## src/rtl/mult_hilo_unit_if.sv

```systemverilog
// mult_hilo_unit_if: CPU request/HI-LO bus plus multiplier datapath link
// Ports: Start/OpA/OpB (MULTU request), ReadHi/ReadLo/WrHi/WrLo/WrData (MFHI/MFLO/MTHI/MTLO),
// HiLoOut/Busy/Stall/Done/Overrun (status and read data), MulA/MulB/MulSy/MulProduct (multiplier side).
interface mult_hilo_unit_if #(parameter int WIDTH = 16);
  logic Start;
  logic [WIDTH-1:0] OpA;
  logic [WIDTH-1:0] OpB;
  logic ReadHi;
  logic ReadLo;
  logic WrHi;
  logic WrLo;
  logic [WIDTH-1:0] WrData;
  logic [WIDTH-1:0] HiLoOut;
  logic Busy;
  logic Stall;
  logic Done;
  logic Overrun;
  logic [WIDTH-1:0] MulA;
  logic [WIDTH-1:0] MulB;
  logic MulSy;
  logic [2*WIDTH-1:0] MulProduct;
  modport master (
    output Start, OpA, OpB, ReadHi, ReadLo, WrHi, WrLo, WrData, MulProduct,
    input HiLoOut, Busy, Stall, Done, Overrun, MulA, MulB, MulSy
  );
  modport slave (
    input Start, OpA, OpB, ReadHi, ReadLo, WrHi, WrLo, WrData, MulProduct,
    output HiLoOut, Busy, Stall, Done, Overrun, MulA, MulB, MulSy
  );
endinterface

```

## src/rtl/mult_hilo_unit.sv

```systemverilog
// mult_hilo_unit: MULTU front end that issues the multiplier, waits its latency and holds HI/LO
// Ports: Clk, Reset (sync, active-high), bus (slave view of mult_hilo_unit_if).
module mult_hilo_unit #(
  parameter int WIDTH = 16,
  parameter int LATENCY = 34
) (
  input logic Clk,
  input logic Reset,
  mult_hilo_unit_if.slave bus
);
  localparam int CW = $clog2(LATENCY + 1);
  typedef enum logic [1:0] {IDLE, ISSUE, WAIT} state_t;
  state_t state;
  logic [CW-1:0] cnt;
  logic [WIDTH-1:0] hi, lo, mul_a, mul_b;
  logic busy, done, overrun, mul_sy;
  always_ff @(posedge Clk) begin
    if (Reset) begin
      state <= IDLE;
      cnt <= '0;
      hi <= '0;
      lo <= '0;
      mul_a <= '0;
      mul_b <= '0;
      busy <= 1'b0;
      done <= 1'b0;
      overrun <= 1'b0;
      mul_sy <= 1'b0;
    end else begin
      done <= 1'b0;
      if (bus.Start && busy) overrun <= 1'b1;
      case (state)
        IDLE: begin
          if (bus.WrHi) hi <= bus.WrData;
          if (bus.WrLo) lo <= bus.WrData;
          if (bus.Start) begin
            mul_a <= bus.OpA;
            mul_b <= bus.OpB;
            mul_sy <= 1'b1;
            busy <= 1'b1;
            state <= ISSUE;
          end
        end
        ISSUE: begin
          mul_sy <= 1'b0;
          cnt <= CW'(LATENCY);
          state <= WAIT;
        end
        WAIT: begin
          cnt <= cnt - CW'(1);
          if (cnt == CW'(1)) begin
            hi <= bus.MulProduct[2*WIDTH-1:WIDTH];
            lo <= bus.MulProduct[WIDTH-1:0];
            done <= 1'b1;
            busy <= 1'b0;
            state <= IDLE;
          end
        end
        default: state <= IDLE;
      endcase
    end
  end
  assign bus.HiLoOut = bus.ReadHi ? hi : lo;
  assign bus.Busy = busy;
  assign bus.Stall = busy & (bus.ReadHi | bus.ReadLo | bus.WrHi | bus.WrLo);
  assign bus.Done = done;
  assign bus.Overrun = overrun;
  assign bus.MulA = mul_a;
  assign bus.MulB = mul_b;
  assign bus.MulSy = mul_sy;
endmodule
```

## src/flat_wrapper.sv

```systemverilog
// flat-port wrapper written by rule: the top's interface ports become plain ports
module mult_hilo_unit_flat 
#(
  parameter int WIDTH = 16,
  parameter int LATENCY = 34
)
  (Clk, Reset, bus_Start, bus_OpA, bus_OpB, bus_ReadHi, bus_ReadLo, bus_WrHi, bus_WrLo, bus_WrData, bus_MulProduct, bus_HiLoOut, bus_Busy, bus_Stall, bus_Done, bus_Overrun, bus_MulA, bus_MulB, bus_MulSy);
  mult_hilo_unit_if #(.WIDTH(WIDTH)) bus_i ();
  input logic Clk;
  input logic Reset;
  input wire logic [$bits(bus_i.Start)-1:0] bus_Start;
  input wire logic [$bits(bus_i.OpA)-1:0] bus_OpA;
  input wire logic [$bits(bus_i.OpB)-1:0] bus_OpB;
  input wire logic [$bits(bus_i.ReadHi)-1:0] bus_ReadHi;
  input wire logic [$bits(bus_i.ReadLo)-1:0] bus_ReadLo;
  input wire logic [$bits(bus_i.WrHi)-1:0] bus_WrHi;
  input wire logic [$bits(bus_i.WrLo)-1:0] bus_WrLo;
  input wire logic [$bits(bus_i.WrData)-1:0] bus_WrData;
  input wire logic [$bits(bus_i.MulProduct)-1:0] bus_MulProduct;
  output wire logic [$bits(bus_i.HiLoOut)-1:0] bus_HiLoOut;
  output wire logic [$bits(bus_i.Busy)-1:0] bus_Busy;
  output wire logic [$bits(bus_i.Stall)-1:0] bus_Stall;
  output wire logic [$bits(bus_i.Done)-1:0] bus_Done;
  output wire logic [$bits(bus_i.Overrun)-1:0] bus_Overrun;
  output wire logic [$bits(bus_i.MulA)-1:0] bus_MulA;
  output wire logic [$bits(bus_i.MulB)-1:0] bus_MulB;
  output wire logic [$bits(bus_i.MulSy)-1:0] bus_MulSy;
  assign bus_i.Start = bus_Start;
  assign bus_i.OpA = bus_OpA;
  assign bus_i.OpB = bus_OpB;
  assign bus_i.ReadHi = bus_ReadHi;
  assign bus_i.ReadLo = bus_ReadLo;
  assign bus_i.WrHi = bus_WrHi;
  assign bus_i.WrLo = bus_WrLo;
  assign bus_i.WrData = bus_WrData;
  assign bus_i.MulProduct = bus_MulProduct;
  assign bus_HiLoOut = bus_i.HiLoOut;
  assign bus_Busy = bus_i.Busy;
  assign bus_Stall = bus_i.Stall;
  assign bus_Done = bus_i.Done;
  assign bus_Overrun = bus_i.Overrun;
  assign bus_MulA = bus_i.MulA;
  assign bus_MulB = bus_i.MulB;
  assign bus_MulSy = bus_i.MulSy;
  mult_hilo_unit #(.WIDTH(WIDTH), .LATENCY(LATENCY)) u_core (.Clk(Clk), .Reset(Reset), .bus(bus_i));
endmodule
```

## config.mk

```make
export PLATFORM = sky130hd
export DESIGN_NAME = mult_hilo_unit_flat
export DESIGN_NICKNAME = d
export VERILOG_FILES = /design/src/rtl/mult_hilo_unit_if.sv /design/src/rtl/mult_hilo_unit.sv /design/src/flat_wrapper.sv
export SDC_FILE = /design/constraint.sdc
export NUM_CORES = 1
export LEC_CHECK = 0
export BUFFER_PORTS_ARGS = -buffer_cell sky130_fd_sc_hd__buf_2
export CORE_ASPECT_RATIO = 0.75
export CORE_MARGIN = 5
export CORE_UTILIZATION = 48
export DETAILED_ROUTE_END_ITERATION = 16
export GPL_TIMING_DRIVEN = 0
export PLACE_DENSITY = 0.83
export REMOVE_ABC_BUFFERS = 1
export SETUP_SLACK_MARGIN = 0.02
export SKIP_LAST_GASP = 1
export SLEW_MARGIN = 20
export SYNTH_ARGS = -nofsm -noshare
export SYNTH_HDL_FRONTEND = slang
export SYNTH_SLANG_ARGS = --single-unit
```

## constraint.sdc

```tcl
create_clock -name Clk -period 2.1 [get_ports Clk]
set_input_delay 0.105 -clock Clk [delete_from_list [all_inputs] [get_ports Clk]]
set_output_delay 0.105 -clock Clk [all_outputs]
set_load 0.05 [all_outputs]
```

* Word level (Yosys, flattened, before mapping)
Index checks and enable logic that the tools add are counted.
** Storage, ports and cells
- Register bits :: 76
- Input bits :: 87
- Output and inout port bits :: 53
** Operators by class
- Add/subtract/negate cells :: 1
- Equal/unequal tests :: 7
- Mux-type cells :: 16
- Bitwise gates (word level) :: 5
- Reductions and logical operators :: 12
** Operators by type and width (number)
- $mux 16 :: 5
- $pmux 16 s2 :: 2
- $pmux 6 s2 :: 1
- $reduce_and 3->1 :: 3
- $eq 6x1->1 const B :: 1
- $ne 2x2->1 const B :: 3
- $pmux 2 s3 :: 1
- $reduce_and 2->1 :: 3
- $reduce_bool 2->1 :: 3
- $sub 6x1->6 const B :: 1
- $mux 2 :: 2
- $pmux 1 s2 :: 2
- $mux 1 :: 3
- $or 1x1->1 :: 3
- $eq 2x1->1 const B :: 1
- $eq 2x2->1 const B :: 1
- $logic_not 2->1 :: 1
- $ne 2x1->1 const B :: 1
- $reduce_or 2->1 :: 1
- $and 1x1->1 :: 1
- $logic_and 1x1->1 :: 1
- $not 1->1 :: 1

* Longest topological paths before layout
Gate-level depths: netlist (run 1).
- Depth after elaboration :: 4
- Depth in mapped cells :: 8

* Worst setup path before layout (run 1)
No wires, ideal clock.
- Path kind :: flip-flop to flip-flop
- Start point :: reg u_core.cnt[0]
- End point :: reg u_core.hi[11]
- Setup time :: 0.081 ns
- Arrival time :: 1.645 ns
- Required time :: 2.019 ns
- Setup slack :: 0.374 ns
- Cell stages (with the launch flop) :: 7
- Buffers on the path :: 1
- Period minus slack after synthesis :: 1.726 ns
- Cell sequence :: dfxtp_1 ha_1 or3b_4 a211oi_4 buf_6 nor2_1 a211oi_2
** Between the ends
- Longest elaborated chain between the ends :: 3
** RTL lines
- start, declared :: line mult_hilo_unit.sv:14 : logic [CW-1:0] cnt;
- start signal, assigned :: line mult_hilo_unit.sv:46 : cnt <= CW'(LATENCY);
- start signal, assigned :: line mult_hilo_unit.sv:50 : cnt <= cnt - CW'(1);
- $eq 6x1->1 :: line mult_hilo_unit.sv:51 : if (cnt == CW'(1)) begin
- $ne 2x1->1 (no source line)
- $reduce_and 3->1 (no source line)
- end signal, assigned :: line mult_hilo_unit.sv:34 : if (bus.WrHi) hi <= bus.WrData;
- end signal, assigned :: line mult_hilo_unit.sv:52 : hi <= bus.MulProduct[2*WIDTH-1:WIDTH];
- end, declared :: line mult_hilo_unit.sv:15 : logic [WIDTH-1:0] hi, lo, mul_a, mul_b;
No other way between the ends.
A chain may end at the register's enable or synchronous reset.

* Final worst setup path (run 1)
- Start point :: reg u_core.cnt[1]
- End point :: reg u_core.hi[15]
Same word-level chain as after synthesis.

==> results of run 1 <==
## layout by cell type (no fill, tap or decap), drive strengths merged, types with 7 or more instances in the layout
master and n:
a211oi 35, a21oi 70, buf 149, clkbuf 9
dfxtp 76, dlygate4sd3 30, inv 7, mux2 16
nand2 68, nor2 44, nor2b 16
## per-layer routing
metal	routed length [um]	global-route usage, %	share of wire (%)
met1	3713	22.05	39
met2	4934	38.44	52
met3	462	5.969	4.8
met4	429	11.47	4.5
met5	0	0	0
## flip-flops by register name, summed over array words and instances (netlist names)
name                count
u_core.bus.Busy         1
u_core.bus.Done         1
u_core.state            2
u_core.bus.MulB        16
u_core.bus.Overrun      1
u_core.bus.MulSy        1
u_core.bus.MulA        16
u_core.cnt              6
u_core.lo              16
u_core.hi              16
## synth_stat cells (2+ instances only)
master	n	area, sq um
mux2i_1	2	20.02
nand2_1	68	255.2
nand2b_1	3	18.77
inv_1	5	18.77
dfxtp_1	76	1521
a211oi_4	2	40.04
buf_6	4	45.04
nor2_1	44	165.2
clkbuf_1	20	75.07
xor2_1	2	17.52
buf_4	2	15.01
a211oi_2	28	350.3
mux2_2	16	180.2
buf_1	2	7.510
buf_2	2	10.01
xnor2_1	3	26.28
a21oi_1	70	350.3
nor2b_1	16	100.1
a211oi_1	5	37.54
ha_1	5	62.56
## worst max-delay path, cell delays in order (launching register included)
cell	delay [ps]
dfxtp_1	330
inv_1	80
ha_1	150
or3b_4	410
a211oi_4	320
buf_4	250
nor2_1	60
a211oi_1	210
## power by group through the flow
stage / Combinational, mW / Clock (mW) / Sequential (mW)
5_1_grt: 1.59 / 1.45 / 1.76
6_report: 1.48 / 1.35 / 1.74
3_5_place_dp: 1.39 / 0 / 1.77
3_3_place_gp: 1.33 / 0 / 1.75
4_1_cts: 1.46 / 1.39 / 1.74
2_1_floorplan: 0.821 / 0 / 1.94
## final cells by class
cell class / count / area, sq um
Fill cell: 536 / 2091
Multi-Input combinational cell: 277 / 1743
Sequential cell: 76 / 1523
Timing Repair Buffer: 179 / 1117
Clock buffer: 9 / 123.9
Clock inverter: 7 / 122.6
Tap cell: 98 / 122.6
Inverter: 5 / 18.77
Antenna cell: 1 / 2.502
## metrics by stage
stage,std cells,hold slack (ps),util (%),cell area (sq um)
after CTS,649,2.495,69.21,4751
after detailed placement,600,351.2,60.77,4172
final,652,36.97,69.54,4773
after floorplan,358,169.6,-,3267
after global routing,652,39.13,69.54,4773
after global placement,595,345.0,59.52,4085
## cells by family (layout without fill, tap and decap cells)
group | count (synthesis) | after routing | synth area share, %
compound gates | 111 | 111 | 24.15
xor+xnor | 5 | 5 | 1.281
fa+ha+maj | 5 | 5 | 1.829
buf+inv | 35 | 200 | 5.013
flops | 76 | 76 | 44.49
mux | 18 | 18 | 5.854
other cells | 0 | 1 | 0
simple gates | 138 | 138 | 17.38
## timing repair
action,CTS,global route
endpoints found under the hold margin,30,0
hold buffers,30,0
buffers inserted,3,2
pin swaps,2,0
endpoints found under the setup margin,24,37
gates cloned,0,0
gates resized for setup,1,3
## worst max-delay path by stage
stage / from / end / slack (ps) / cells past startpoint
after floorplan: u_core.state[0]$_SDFFE_PP0P_ / u_core.hi[10]$_SDFFE_PP0P_ / -1030 / 6
after global placement: u_core.state[0]$_SDFFE_PP0P_ / u_core.lo[6]$_SDFFE_PP0P_ / -1770 / 6
after detailed placement: u_core.cnt[0]$_SDFFE_PP0P_ / u_core.hi[9]$_SDFFE_PP0P_ / -300 / 6
after CTS: u_core.state[0]$_SDFFE_PP0P_ / u_core.bus.MulA[6]$_SDFFE_PP0P_ / 30 / 5
after global routing: u_core.cnt[1]$_SDFFE_PP0P_ / u_core.hi[9]$_SDFFE_PP0P_ / 80 / 7
final: u_core.cnt[1]$_SDFFE_PP0P_ / u_core.hi[15]$_SDFFE_PP0P_ / 210 / 7
==> metrics.md, run 1 <==
| Metric | Value |
|---|---|
| Leakage | 2.116 nW |
| Dpl hpwl | 6.172 mm |
| Post-synth EDFFs | 0 |
| Layout cell share with drive strength beyond 1 | 39.06% |
| Fmax | 528.8 MHz |
| DR DRC count | 0 |
| Starting density of the core | 49.82% |
| Crit-path max FO | 10 |
| Final Hold Fails | 0 |
| Clock Tree Buf Depth | 2 |
| Final WL | 9.539 mm |
| Synth unique cells | 33 |
| Critical Path AT | 2150 ps |
| Crit start category | register |
| Area of the core | 6864 sq um |
| Hold depth | 3 |
| Final setup vio count | 0 |
| R2R Setup Slk | 210 ps |
| Wire length of the first global-routing pass | 15.30 mm |
| Port Buffers | 139 |
| Die Y | 83.10 um |
| Worst VDD drop | 381.8 uV |
| Net Sw Frac | 35.48% |
| Total CTS buffers | 9 |
| Synthesis-to-layout area growth | 39.59% |
| Setup TNS | 0 ps |
| Syn. warnings | 0 |
| Status | finished, final reports clean |
| Combinational power share | 32.3% |
| First-pass detailed-route iteration total | 4 |
| Tot Pwr | 4.567 mW |
| Vias per inst | 5.032 |
| Internal | 2.947 mW |
| Number of vias in the routed layout | 3281 |
| Clock sinks | 76 |
| Worst-Margin Slew | 626.6 ps |
| Max cap viols | 0 |
| CP Class | register to register |
| Slew Viols, Final | 0 |
| Fin crit share | 90.05% |
| Net Sw Power | 1.620 mW |
| Pwr Density | 956.8 nW/um^2 |
| Min-delay src | bus_OpA[5] |
| Largest net degree at the start of global routing | 50 |
| Slew margin rel. | 58.08% |
| FF-to-FF End | u_core.hi[15]$_SDFFE_PP0P_ |
| Grt total ovfl | 0 |
| Final ANT Viol Nets | 0 |
| Tmin final | 1891 ps |
| Worst r2r path cells | 7 |
| CTS tree | built |
| Die width | 107.5 um |
| Main flop type after synthesis | dfxtp_1 |
| Htree depth | 3 |
| Hold Crit Class | primary input to register |
| FP Rows | 26 |
| Pre-CTS WS | -297.1 ps |
| Clk pwr share | 29.6% |
| Post-Syn Area | 3420 sq um |
| Fin worst setup slack | 208.9 ps |
| Reg clk slew, reported paths | 80 ps |
| WL/cell | 14.63 um |
| Gr usage total | 21.27% |
| Clock Latency Late Sink | 350 ps |
| Critical path capture point type | register |
| Flops & latches, synth | 76 |
| Vias in the first global route | 3370 |
| Clock root buffer | clkbuf_8 |
| Clock Skew | 6.522 ps |
| Initial drt markers | 169 |
| Mean Syn Cell Area | 8.813 sq um |
| CP Data Required Time | 2360 ps |
| Post-Syn Instances | 388 |
| Hold worst-path end | u_core.bus.MulA[5]$_SDFFE_PP0P_ |
| Flop pwr share | 38.1% |
| RSZ-0062 raised after global routing | no |
| Gpl congestion | 0.7564 |
| Initial antenna violation count | 1 |
| Final Net Count | 640 |
| DIE AREA | 8929 sq um |
| Async set-reset flop share out of synthesis | 0% |
| Ports | 140 |
| Register area share after synthesis | 44.49% |
| FF-to-FF Start | u_core.cnt[1]$_SDFFE_PP0P_ |
Power figures use the tool's default switching activity.
==> run 2: changes to the inputs <==
CORE_UTILIZATION = 47   (was 48)
PLACE_DENSITY = 0.81   (was 0.83)
REMOVE_ABC_BUFFERS = default   (was 1)
==> metrics.md, run 2 (synthesis gave the netlist of run 1 again) <==
| Metric | Value |
|---|---|
| DIE AREA | 9099 sq um (+1.9%) |
| Gpl congestion | 0.8265 (+9.3%) |
| Tot Pwr | 4.418 mW (-3.3%) |
| Largest net degree at the start of global routing | 16 (-68%) |
| Leakage | 2.127 nW (+0.52%) |
| Fin crit share | 96.95% (+6.9 points) |
| Fmax | 491.2 MHz (-7.1%) |
| Syn Nets | 480 |
| DR DRC count | 0 (unchanged) |
| Tmin final | 2036 ps (+144.8 ps) |
| CP Data Required Time | 2350 ps (about the same) |
| Critical path capture point type | register |
| Commonest non-fill, non-tap cell in the layout | buf_2 |
| Pwr Density | 925.2 nW/um^2 (-3.3%) |
| Dpl hpwl | 7.475 mm (+21%) |
| FF-to-FF End | u_core.hi[0]$_SDFFE_PP0P_ |
| Bufs and invs on worst path | 4 (+2) |
| Total CTS buffers | 9 (unchanged) |
| Slew Viols, Final | 0 (unchanged) |
| Top delay family on crit path | buffers and inverters |
| Slew margin rel. | 44.48% (-14 points) |
| R2R Setup Slk | 60 ps (-140 ps) |
| Initial drt markers | 242 (+43%) |
| Crit-path cells | inv_1 -> ha_1 -> clkbuf_4 -> buf_2 -> clkbuf_2 -> a21oi_1 -> a211oi_1 |
| Max cap viols | 0 (unchanged) |
| CP Class | register to register |
| Die Y | 83.87 um (+0.93%) |
| Hold worst-path end | u_core.bus.MulB[13]$_SDFFE_PP0P_ |
| Clock Latency Late Sink | 350 ps (about the same) |
| Final ANT Viol Nets | 0 (unchanged) |
| Worst r2r path cells | 7 (unchanged) |
| Area of the core | 6929 sq um (+0.95%) |
| Critical Path AT | 2280 ps (+130 ps) |
| Wire length of the first global-routing pass | 17.06 mm (+12%) |
| Final Hold Fails | 0 (unchanged) |
| Layout cell share with drive strength beyond 1 | 37.63% (-1.4 points) |
| Clock Tree Buf Depth | 2 (unchanged) |
| Htree depth | 3 (unchanged) |
| Clock Skew | 12.44 ps (+5.923 ps) |
| Crit start category | register |
| CP max-delay cell | dfxtp_1 |
| Vias in the first global route | 3628 (+7.7%) |
| Number of vias in the routed layout | 3467 (+5.7%) |
| Final Net Count | 661 (+3.3%) |
| Synthesis-to-layout area growth | 39.63% (about the same) |
| First-pass detailed-route iteration total | 4 (unchanged) |
| WL/cell | 15.92 um (+8.8%) |
| FF-to-FF Start | u_core.state[0]$_SDFFE_PP0P_ |
| Clock root buffer | clkbuf_8 |
| Status | finished, final reports clean |
| CP peak stage delay | 330 ps (-80 ps) |
| Min-delay src | bus_OpB[13] |
| Initial antenna violation count | 2 (+1) |
| Gr usage total | 23.65% (+2.4 points) |
| Crit-path max FO | 10 (unchanged) |
| Ports | 140 (unchanged) |
| Final setup vio count | 0 (unchanged) |
| Reg clk slew, reported paths | 80 ps (about the same) |
| Port Buffers | 137 (-1.4%) |
| Worst-Margin Slew | 832.8 ps (+206.2 ps) |
| Hold Crit Class | primary input to register |
| Commonest cells after routing, fill and taps aside | buf_2 (138), dfxtp_1 (76), a21oi_1 (70), nand2_1 (68), nor2_1 (44) |
| Starting density of the core | 49.35% (-0.47 points) |
| Vias per inst | 5.144 (+2.2%) |
| Final WL | 10.73 mm (+12%) |
| Fin Hold WS | 10.19 ps (-26.78 ps) |
| FP Rows | 26 (unchanged) |
| CTS tree | built |
| RSZ-0062 raised after global routing | no |
| Hold depth | 3 (unchanged) |
| Clock sinks | 76 (unchanged) |
| Worst VDD drop | 570.5 uV (+49%) |
| Grt total ovfl | 0 (unchanged) |
| Die width | 108.5 um (+0.96%) |
[run 2: cell types whose count changed in the layout (fill, tap and decap cells not counted), sizes merged]
| cell | previous run | this run |
|---|---|---|
| inv | 7 | 9 |
| bufinv | 3 | 1 |
| clkbuf | 9 | 31 |
| dlygate4sd3 | 30 | 31 |
| diode | 1 | 2 |
| buf | 149 | 147 |
[run 2: worst register-to-register path, delay by kind of cell (launching register included)]
family | cells | cell delay (ps)
buf+inv | 4 | 940
fa+ha+maj | 1 | 220
compound gates | 2 | 450
flops | 1 | 330
[run 2: worst max path at each step]
stage / from / slack [ps] / endpoint / cells after the start
finish: u_core.state[0]$_SDFFE_PP0P_ / 60 / u_core.hi[0]$_SDFFE_PP0P_ / 7
global route: u_core.state[1]$_SDFFE_PP0P_ / 50 / u_core.hi[5]$_SDFFE_PP0P_ / 8
CTS: u_core.state[0]$_SDFFE_PP0P_ / 60 / u_core.hi[0]$_SDFFE_PP0P_ / 7
detailed placement: u_core.state[0]$_SDFFE_PP0P_ / -140 / u_core.lo[0]$_SDFFE_PP0P_ / 7
global placement: u_core.state[0]$_SDFFE_PP0P_ / -40 / u_core.lo[0]$_SDFFE_PP0P_ / 7
floorplan: u_core.cnt[0]$_SDFFE_PP0P_ / 370 / u_core.hi[11]$_SDFFE_PP0P_ / 6
[run 2: stage by stage]
step                      cells  util, %  instance area, sq um  TNS, ps  setup slack (ps)
after floorplan             388        -                  3420        0             374.1
after global placement      623    61.01                  4228   -112.1            -36.35
after detailed placement    623    61.01                  4228    -1027            -142.0
after CTS                   670    68.49                  4746        0             60.11
after global routing        674    68.91                  4775        0             48.70
final                       674    68.91                  4775        0             64.12
[run 2: repair_timing]
item,in CTS,in global routing
hold endpoints to repair,31,0
setup endpoints to repair,28,24
resized for setup,3,8
cloned,0,0
hold buffers,31,0
setup buffers,0,2
pin swaps,0,2
[run 2: final cells by class]
cell class,instances,area (sq um)
diodes,2,5.005
plain buffers,30,165.2
clock buffers,9,123.9
clock inverters,7,80.08
fillers,543,2155
inverters,5,18.77
multi-input cells,277,1727
flip-flops and latches,76,1521
well taps,98,122.6
repair buffers,170,1011
[run 2: routing by layer]
| layer | global-route usage [%] | routed length, um |
|---|---|---|
| met2 | 40.38 | 5412 |
| met4 | 10.89 | 310 |
| met3 | 6.110 | 657 |
| met1 | 27.46 | 4350 |
| met5 | 0 | 0 |
[run 2: power breakdown]
| group | internal (mW) | total (mW) | switching, mW | leakage, nW |
|---|---|---|---|---|
| registers | 1.63 | 1.74 | 0.117 | 0.627 |
| logic | 0.527 | 1.52 | 0.994 | 1.40 |
| clock network | 0.565 | 1.15 | 0.586 | 0.0973 |
